### config.mk
export PLATFORM = sky130hd
export DESIGN_NAME = bht_sched
export DESIGN_NICKNAME = d
export VERILOG_FILES = /design/src/rtl/bht_sched.sv
export SDC_FILE = /design/constraint.sdc
export NUM_CORES = 1
export LEC_CHECK = 0
export CAP_MARGIN = 5
export CORE_ASPECT_RATIO = 0.8
export CORE_MARGIN = 10
export CORE_UTILIZATION = 30
export CTS_CLUSTER_DIAMETER = 80
export DETAILED_ROUTE_END_ITERATION = 8
export SYNTH_ARGS = -nofsm -noshare
export SYNTH_HDL_FRONTEND = slang
export SYNTH_SLANG_ARGS = --single-unit
### constraint.sdc
create_clock -name CLK -period 4.5 [get_ports CLK]
set_input_delay 0.45 -clock CLK [delete_from_list [all_inputs] [get_ports CLK]]
set_output_delay 0.45 -clock CLK [all_outputs]
set_load 0.05 [all_outputs]
### src/rtl/bht_sched.sv
// bht_sched: clears a branch history table after reset/flush, then serialises EXE
// branch resolutions into it through a small update queue. Optional macro
// BHT_SCHED_BYPASS_EN writes an update in its arrival cycle when the queue is empty.
module bht_sched #(
  parameter int IDX_W      = 6,
  parameter int FIFO_DEPTH = 4
) (
  input  logic             CLK,
  input  logic             nrst,
  input  logic             upd_valid,
  input  logic [9:0]       upd_PC,
  input  logic             upd_taken,
  input  logic [9:0]       upd_target,
  output logic             upd_ready,
  input  logic             flush_req,
  output logic [IDX_W-1:0] tbl_raddr,
  input  logic [1:0]       tbl_rctr,
  output logic             tbl_we,
  output logic [IDX_W-1:0] tbl_waddr,
  output logic [1:0]       tbl_wctr,
  output logic             tbl_wtgt_en,
  output logic [9:0]       tbl_wtgt,
  output logic             tbl_wvalid,
  output logic             pred_en
);

  localparam int PTR_W = $clog2(FIFO_DEPTH);
  localparam int CNT_W = PTR_W + 1;

  localparam logic [1:0] S_START = 2'd0;
  localparam logic [1:0] S_INIT  = 2'd1;
  localparam logic [1:0] S_RUN   = 2'd2;

  logic [1:0]       state;
  logic [IDX_W-1:0] idx;
  logic [PTR_W-1:0] wr_ptr, rd_ptr;
  logic [CNT_W-1:0] cnt;
  logic [IDX_W-1:0] last_raddr;

  // Only the table index of the PC is ever needed downstream.
  logic [IDX_W-1:0] q_idx   [FIFO_DEPTH];
  logic             q_taken [FIFO_DEPTH];
  logic [9:0]       q_tgt   [FIFO_DEPTH];

  logic pc_hi_unused;
  assign pc_hi_unused = ^upd_PC[9:IDX_W];

  logic in_run, in_init, fifo_empty, fifo_full;
  logic accept, push, pop, byp, drain;
  logic [IDX_W-1:0] upd_idx, sel_idx;
  logic             sel_taken;
  logic [9:0]       sel_tgt;
  logic [1:0]       ctr_next;

  assign in_run     = (state == S_RUN);
  assign in_init    = (state == S_INIT);
  assign fifo_empty = (cnt == '0);
  assign fifo_full  = (cnt == CNT_W'(FIFO_DEPTH));
  assign upd_idx    = upd_PC[IDX_W-1:0];

  assign upd_ready = in_run && !fifo_full && !flush_req;
  assign accept    = upd_valid && upd_ready;
  assign pop       = in_run && !fifo_empty;
  assign pred_en   = in_run;

`ifdef BHT_SCHED_BYPASS_EN
  assign byp = accept && fifo_empty;
`else
  assign byp = 1'b0;
`endif

  assign push  = accept && !byp;
  assign drain = pop || byp;

  // Queue head has priority; bypass only fires when the queue is empty.
  always_comb begin
    sel_idx   = q_idx[rd_ptr];
    sel_taken = q_taken[rd_ptr];
    sel_tgt   = q_tgt[rd_ptr];
    if (byp) begin
      sel_idx   = upd_idx;
      sel_taken = upd_taken;
      sel_tgt   = upd_target;
    end
  end

  assign tbl_raddr = drain ? sel_idx : last_raddr;

  // Saturating 2-bit counter step.
  always_comb begin
    ctr_next = tbl_rctr;
    if (sel_taken) begin
      if (tbl_rctr != 2'b11) ctr_next = tbl_rctr + 2'b01;
    end else begin
      if (tbl_rctr != 2'b00) ctr_next = tbl_rctr - 2'b01;
    end
  end

  always_comb begin
    tbl_we      = 1'b0;
    tbl_waddr   = '0;
    tbl_wctr    = 2'b00;
    tbl_wtgt_en = 1'b0;
    tbl_wtgt    = '0;
    tbl_wvalid  = 1'b0;
    if (in_init) begin
      tbl_we      = 1'b1;
      tbl_waddr   = idx;
      tbl_wctr    = 2'b01;
      tbl_wtgt_en = 1'b1;
    end else if (drain) begin
      tbl_we      = 1'b1;
      tbl_waddr   = tbl_raddr;
      tbl_wctr    = ctr_next;
      tbl_wtgt_en = sel_taken;
      tbl_wvalid  = sel_taken;
      tbl_wtgt    = sel_taken ? sel_tgt : 10'd0;
    end
  end

  always_ff @(posedge CLK or negedge nrst) begin
    if (!nrst) begin
      state      <= S_START;
      idx        <= '0;
      wr_ptr     <= '0;
      rd_ptr     <= '0;
      cnt        <= '0;
      last_raddr <= '0;
    end else begin
      last_raddr <= tbl_raddr;
      if (flush_req) begin
        // A write presented this cycle still lands; everything queued is dropped.
        state  <= S_INIT;
        idx    <= '0;
        wr_ptr <= '0;
        rd_ptr <= '0;
        cnt    <= '0;
      end else begin
        case (state)
          S_START: begin
            state <= S_INIT;
            idx   <= '0;
          end
          S_INIT: begin
            idx <= idx + 1'b1;
            if (idx == {IDX_W{1'b1}}) state <= S_RUN;
          end
          S_RUN: begin
            if (push) wr_ptr <= wr_ptr + 1'b1;
            if (pop)  rd_ptr <= rd_ptr + 1'b1;
            case ({push, pop})
              2'b10:   cnt <= cnt + 1'b1;
              2'b01:   cnt <= cnt - 1'b1;
              default: cnt <= cnt;
            endcase
          end
          default: state <= S_START;
        endcase
      end
    end
  end

  always_ff @(posedge CLK) begin
    if (push) begin
      q_idx[wr_ptr]   <= upd_idx;
      q_taken[wr_ptr] <= upd_taken;
      q_tgt[wr_ptr]   <= upd_target;
    end
  end

endmodule

==> results by stage <==
Run:
- Across the run, the number of max-cap violations was 0.

Synth:
- The net count after synthesis is 265.
- The synthesized netlist occupies a cell area of 3770 um2.
- The most frequent cell after synthesis is sky130_fd_sc_hd__edfxtp_1.
- Sorting the synthesized cells by how often they occur yields sky130_fd_sc_hd__edfxtp_1, sky130_fd_sc_hd__dfrtp_1, sky130_fd_sc_hd__mux4_2, sky130_fd_sc_hd__nor2b_1, sky130_fd_sc_hd__a21o_1.
- The number of instances in the synthesized netlist is 232.
- Of all cell types, the one taking the most synthesized area is sky130_fd_sc_hd__edfxtp_1.
- The average cell area after synthesis is 16.3 um2.
- Sequential cells were found to cover 68.1% of the synthesized design area.
- The top cell type's share of synthesized area is 54.1%.
- The count of cell types in the netlist is 39.
- The number of synthesis warnings is 0.
- The number of synthesized flops with an enable pin is 68.
- Yosys attributes the largest share of cell area to sky130_fd_sc_hd__edfxtp_1, sky130_fd_sc_hd__dfrtp_1, sky130_fd_sc_hd__mux4_2, sky130_fd_sc_hd__nor2b_1, sky130_fd_sc_hd__a21o_1.
- Counting flops and latches in the post-synthesis netlist gives 89.
- The proportion of register bits with asynchronous set or reset after synthesis is 23.6%.
- The most instantiated flip-flop cell in the synthesis netlist is sky130_fd_sc_hd__edfxtp_1.

Status:
- The flow ran to the end, and the final reports show no timing, DRC or antenna violations.

GRT:
- The residual overflow from global routing is 0.
- The maximum number of pins on one net before global-route repair is 22.
- The number of global-route vias before repair was 2307.
- The initial antenna violation count came to 0.
- The first global-routing pass estimated 12.6 mm of wire.
- The combined global-route utilization of all metal layers is 9.13%.

Final layout:
- Of the cells placed in the final design, the portion with a size suffix greater than 1 is 14.2%.
- The layout overhead on the synthesized area is 27.0%.
- The number of antenna diodes in the final layout is 0.
- The net count of the finished layout is 317.

Detailed routing:
- The count of nets left with antenna violations after detail routing is 0.
- The aggregate routed wire length is 7.83 mm.
- In the routed layout, each cell is associated on average with a via count of 4.57.
- In this run, the number of DRC markers left after iteration 0 of detailed routing was 177.
- The number of optimization iterations in the first detailed-route pass is 4.
- The number of remaining DRC errors is 0.
- Dividing the detail-routed wire length by the instance count gives 17.0 um.
- The via total after detailed routing is 2101.

Floorplan:
- The floorplan step set the die height to 120 um.
- The floorplan step defined a core boundary enclosing 12300 um2.
- The area of the die is 17500 um2.
- The die is 145 um wide.
- The effective utilization at floorplan is 30.8%.
- The floorplan has 36 rows.
- 56 I/O pins were placed.

Setup path:
- The sort of element at the end of the critical path is an output pin.
- The largest fanout of any net on the critical path is 18.
- Walking the worst path, the cells encountered are or2_0 -> o21ai_4 -> nand2b_1 -> nand2_1 -> clkdlybuf4s50_1.
- The largest single stage delay on the critical path is 750 ps.
- The number of buffers and inverters on the critical path is 1.
- The most critical setup path has its startpoint at cnt[1].
- The required time of the critical path is 4050 ps.
- Among all stages on the critical path, the largest delay is contributed by sky130_fd_sc_hd__clkdlybuf4s50_1.
- For the worst setup path, the data arrival time is 3130 ps.
- Among cell families on the critical path, the largest total delay comes from simple AND/OR/NAND/NOR gates.
- The critical path class is reg2out.
- STA classifies the critical path startpoint as a register.
- The launching point of the worst reg2reg path is state[1].

Clock tree:
- The clock sink count is 89.
- The post-CTS setup-driven buffer insertion count is 0.
- The number of hold-repair buffers added at the cts stage is 0.
- TritonCTS built the clock tree.
- For the worst-skew pair, the clock arrives at the later sink with an insertion delay of 330 ps.
- The H-tree was split into 3 levels.
- Buffers inserted during clock tree synthesis total 9.
- In this run, post-CTS repair resized a total of 0 instances.
- The clock transition at the registers of the reported paths is 60 ps.
- The cell at the root of the clock tree is sky130_fd_sc_hd__clkbuf_16.
- The maximum clock insertion buffer count is 2.

STA:
- The count of pins over their slew limit was 0.
- The worst relative slew slack is 35.3%.
- Dividing the final minimum period by the clock period gives 79.5%.
- The worst clock skew is 7.02 ps.
- The worst path in the final design needs a cycle of 3580 ps, including I/O delays and setup.
- Setup repair after global routing left no endpoint under its margin.
- The number of hold violations in the final report was 0.
- The total setup violations reported at the end of the flow is 0.
- The actual transition at the worst max-transition pin is 968 ps.
- After routing, the total negative slack on setup checks comes to 0 ps.
- Timing would allow up to 0.279 GHz.

Worst hold path:
- The startpoint of the lowest-slack hold path is last_raddr[1].
- In this run the worst hold path is classified as reg2reg.

Placement:
- The HPWL after detailed placement is 5.33 mm.
- The count of buffers added on input and output ports is 51.
- The routability-driven placement congestion ratio is 0.782.

Power:
- The completed layout was analyzed and its total power is 0.00181 W.
- VDD sags by at most 0.000195 V.
- Summed over all cells, the static leakage comes to 1.75 nW.
- The areal power density over the cells is 377 nW/um2.
[report_power, final]
part / total [W] / internal, W / switching [W]
Sequential: 0.000890 / 0.000887 / 0.00000302
Combinational: 0.0000562 / 0.0000262 / 0.0000300
Clock: 0.000860 / 0.000549 / 0.000311
[logic make-up (layout without fill, tap and decap cells)]
kind of cell	after synthesis	count (layout)	share of synthesized area [%]
flops	89	89	68.1
simple gates	60	60	8.53
compound gates	38	38	7.37
mux	19	19	10.7
buf+inv	17	74	2.42
fa+ha+maj	6	6	2.19
xor+xnor	3	3	0.697
[area by class of cell]
type / count / area [um2]
Inverter: 5 / 18.8
Fill cell: 1143 / 7460
Tap cell: 171 / 214
Timing Repair Buffer: 53 / 526
Multi-Input combinational cell: 126 / 1110
Sequential cell: 89 / 2570
Clock inverter: 7 / 126
Clock buffer: 9 / 225
[layout by cell type (no fill, tap or decap), types with 2 or more instances in the layout]
| master | Yosys | final |
|---|---|---|
| sky130_fd_sc_hd__and2_1 | 2 | 2 |
| sky130_fd_sc_hd__a22oi_1 | 2 | 2 |
| sky130_fd_sc_hd__nor3_1 | 3 | 3 |
| sky130_fd_sc_hd__nor4_1 | 2 | 2 |
| sky130_fd_sc_hd__nor2b_1 | 17 | 17 |
| sky130_fd_sc_hd__edfxtp_1 | 68 | 68 |
| sky130_fd_sc_hd__a21o_1 | 14 | 14 |
| sky130_fd_sc_hd__and3_1 | 6 | 6 |
| sky130_fd_sc_hd__buf_4 | 2 | 2 |
| sky130_fd_sc_hd__nand2_1 | 8 | 8 |
| sky130_fd_sc_hd__inv_1 | 4 | 4 |
| sky130_fd_sc_hd__nand2b_1 | 2 | 2 |
| sky130_fd_sc_hd__nor2_1 | 13 | 13 |
| sky130_fd_sc_hd__nand3_1 | 4 | 4 |
| sky130_fd_sc_hd__o21ai_0 | 6 | 6 |
| sky130_fd_sc_hd__dfrtp_1 | 21 | 21 |
| sky130_fd_sc_hd__a21oi_1 | 7 | 7 |
| sky130_fd_sc_hd__mux4_2 | 17 | 17 |
| sky130_fd_sc_hd__clkbuf_16 | 0 | 9 |
| sky130_fd_sc_hd__clkdlybuf4s50_1 | 0 | 51 |
| sky130_fd_sc_hd__xor2_1 | 2 | 2 |
| sky130_fd_sc_hd__bufinv_16 | 0 | 3 |
| sky130_fd_sc_hd__o21a_1 | 2 | 2 |
| sky130_fd_sc_hd__ha_1 | 5 | 5 |
[metal layers]
metal | track usage [%] | part of all wire [%] | vias up
met5 | 0 | 0 | -
li1 | - | - | 986
met4 | 2.65 | 0.55 | 0
met1 | 11.2 | 44 | 1052
met2 | 14.9 | 49 | 56
met3 | 3.39 | 5.7 | 7
[stage by stage]
step / utilization [%] / cells / hold WS, ps / setup slack [ps] / area, um2
floorplan: - / 232 / 154 / 1580 / 3770
global placement: 36.2 / 444 / 465 / 1300 / 4440
detailed placement: 36.2 / 444 / 473 / 1240 / 4440
CTS: 39.1 / 460 / 488 / 860 / 4790
global route: 39.1 / 460 / 503 / 722 / 4790
finish: 39.1 / 460 / 486 / 921 / 4790
[flip-flops by register name (all words and copies together) (netlist names)]
signal	cells
wr_ptr	2
q_taken	4
rd_ptr	2
q_idx	24
idx	6
last_raddr	6
cnt	3
q_tgt	40
state	2
[worst paths after layout]
path | slack, ps | to | cells past startpoint
max | 920 | tbl_wtgt_en | 5
max in group asynchronous | 3250 | wr_ptr[1] | 1
min | 490 | last_raddr[1] | 1
max reg2reg | 1980 | cnt[2] | 8
min reg2reg | 490 | last_raddr[1] | 1
min in group asynchronous | 650 | idx[3] | 1
Note: power is estimated with default switching activity, not from simulation.
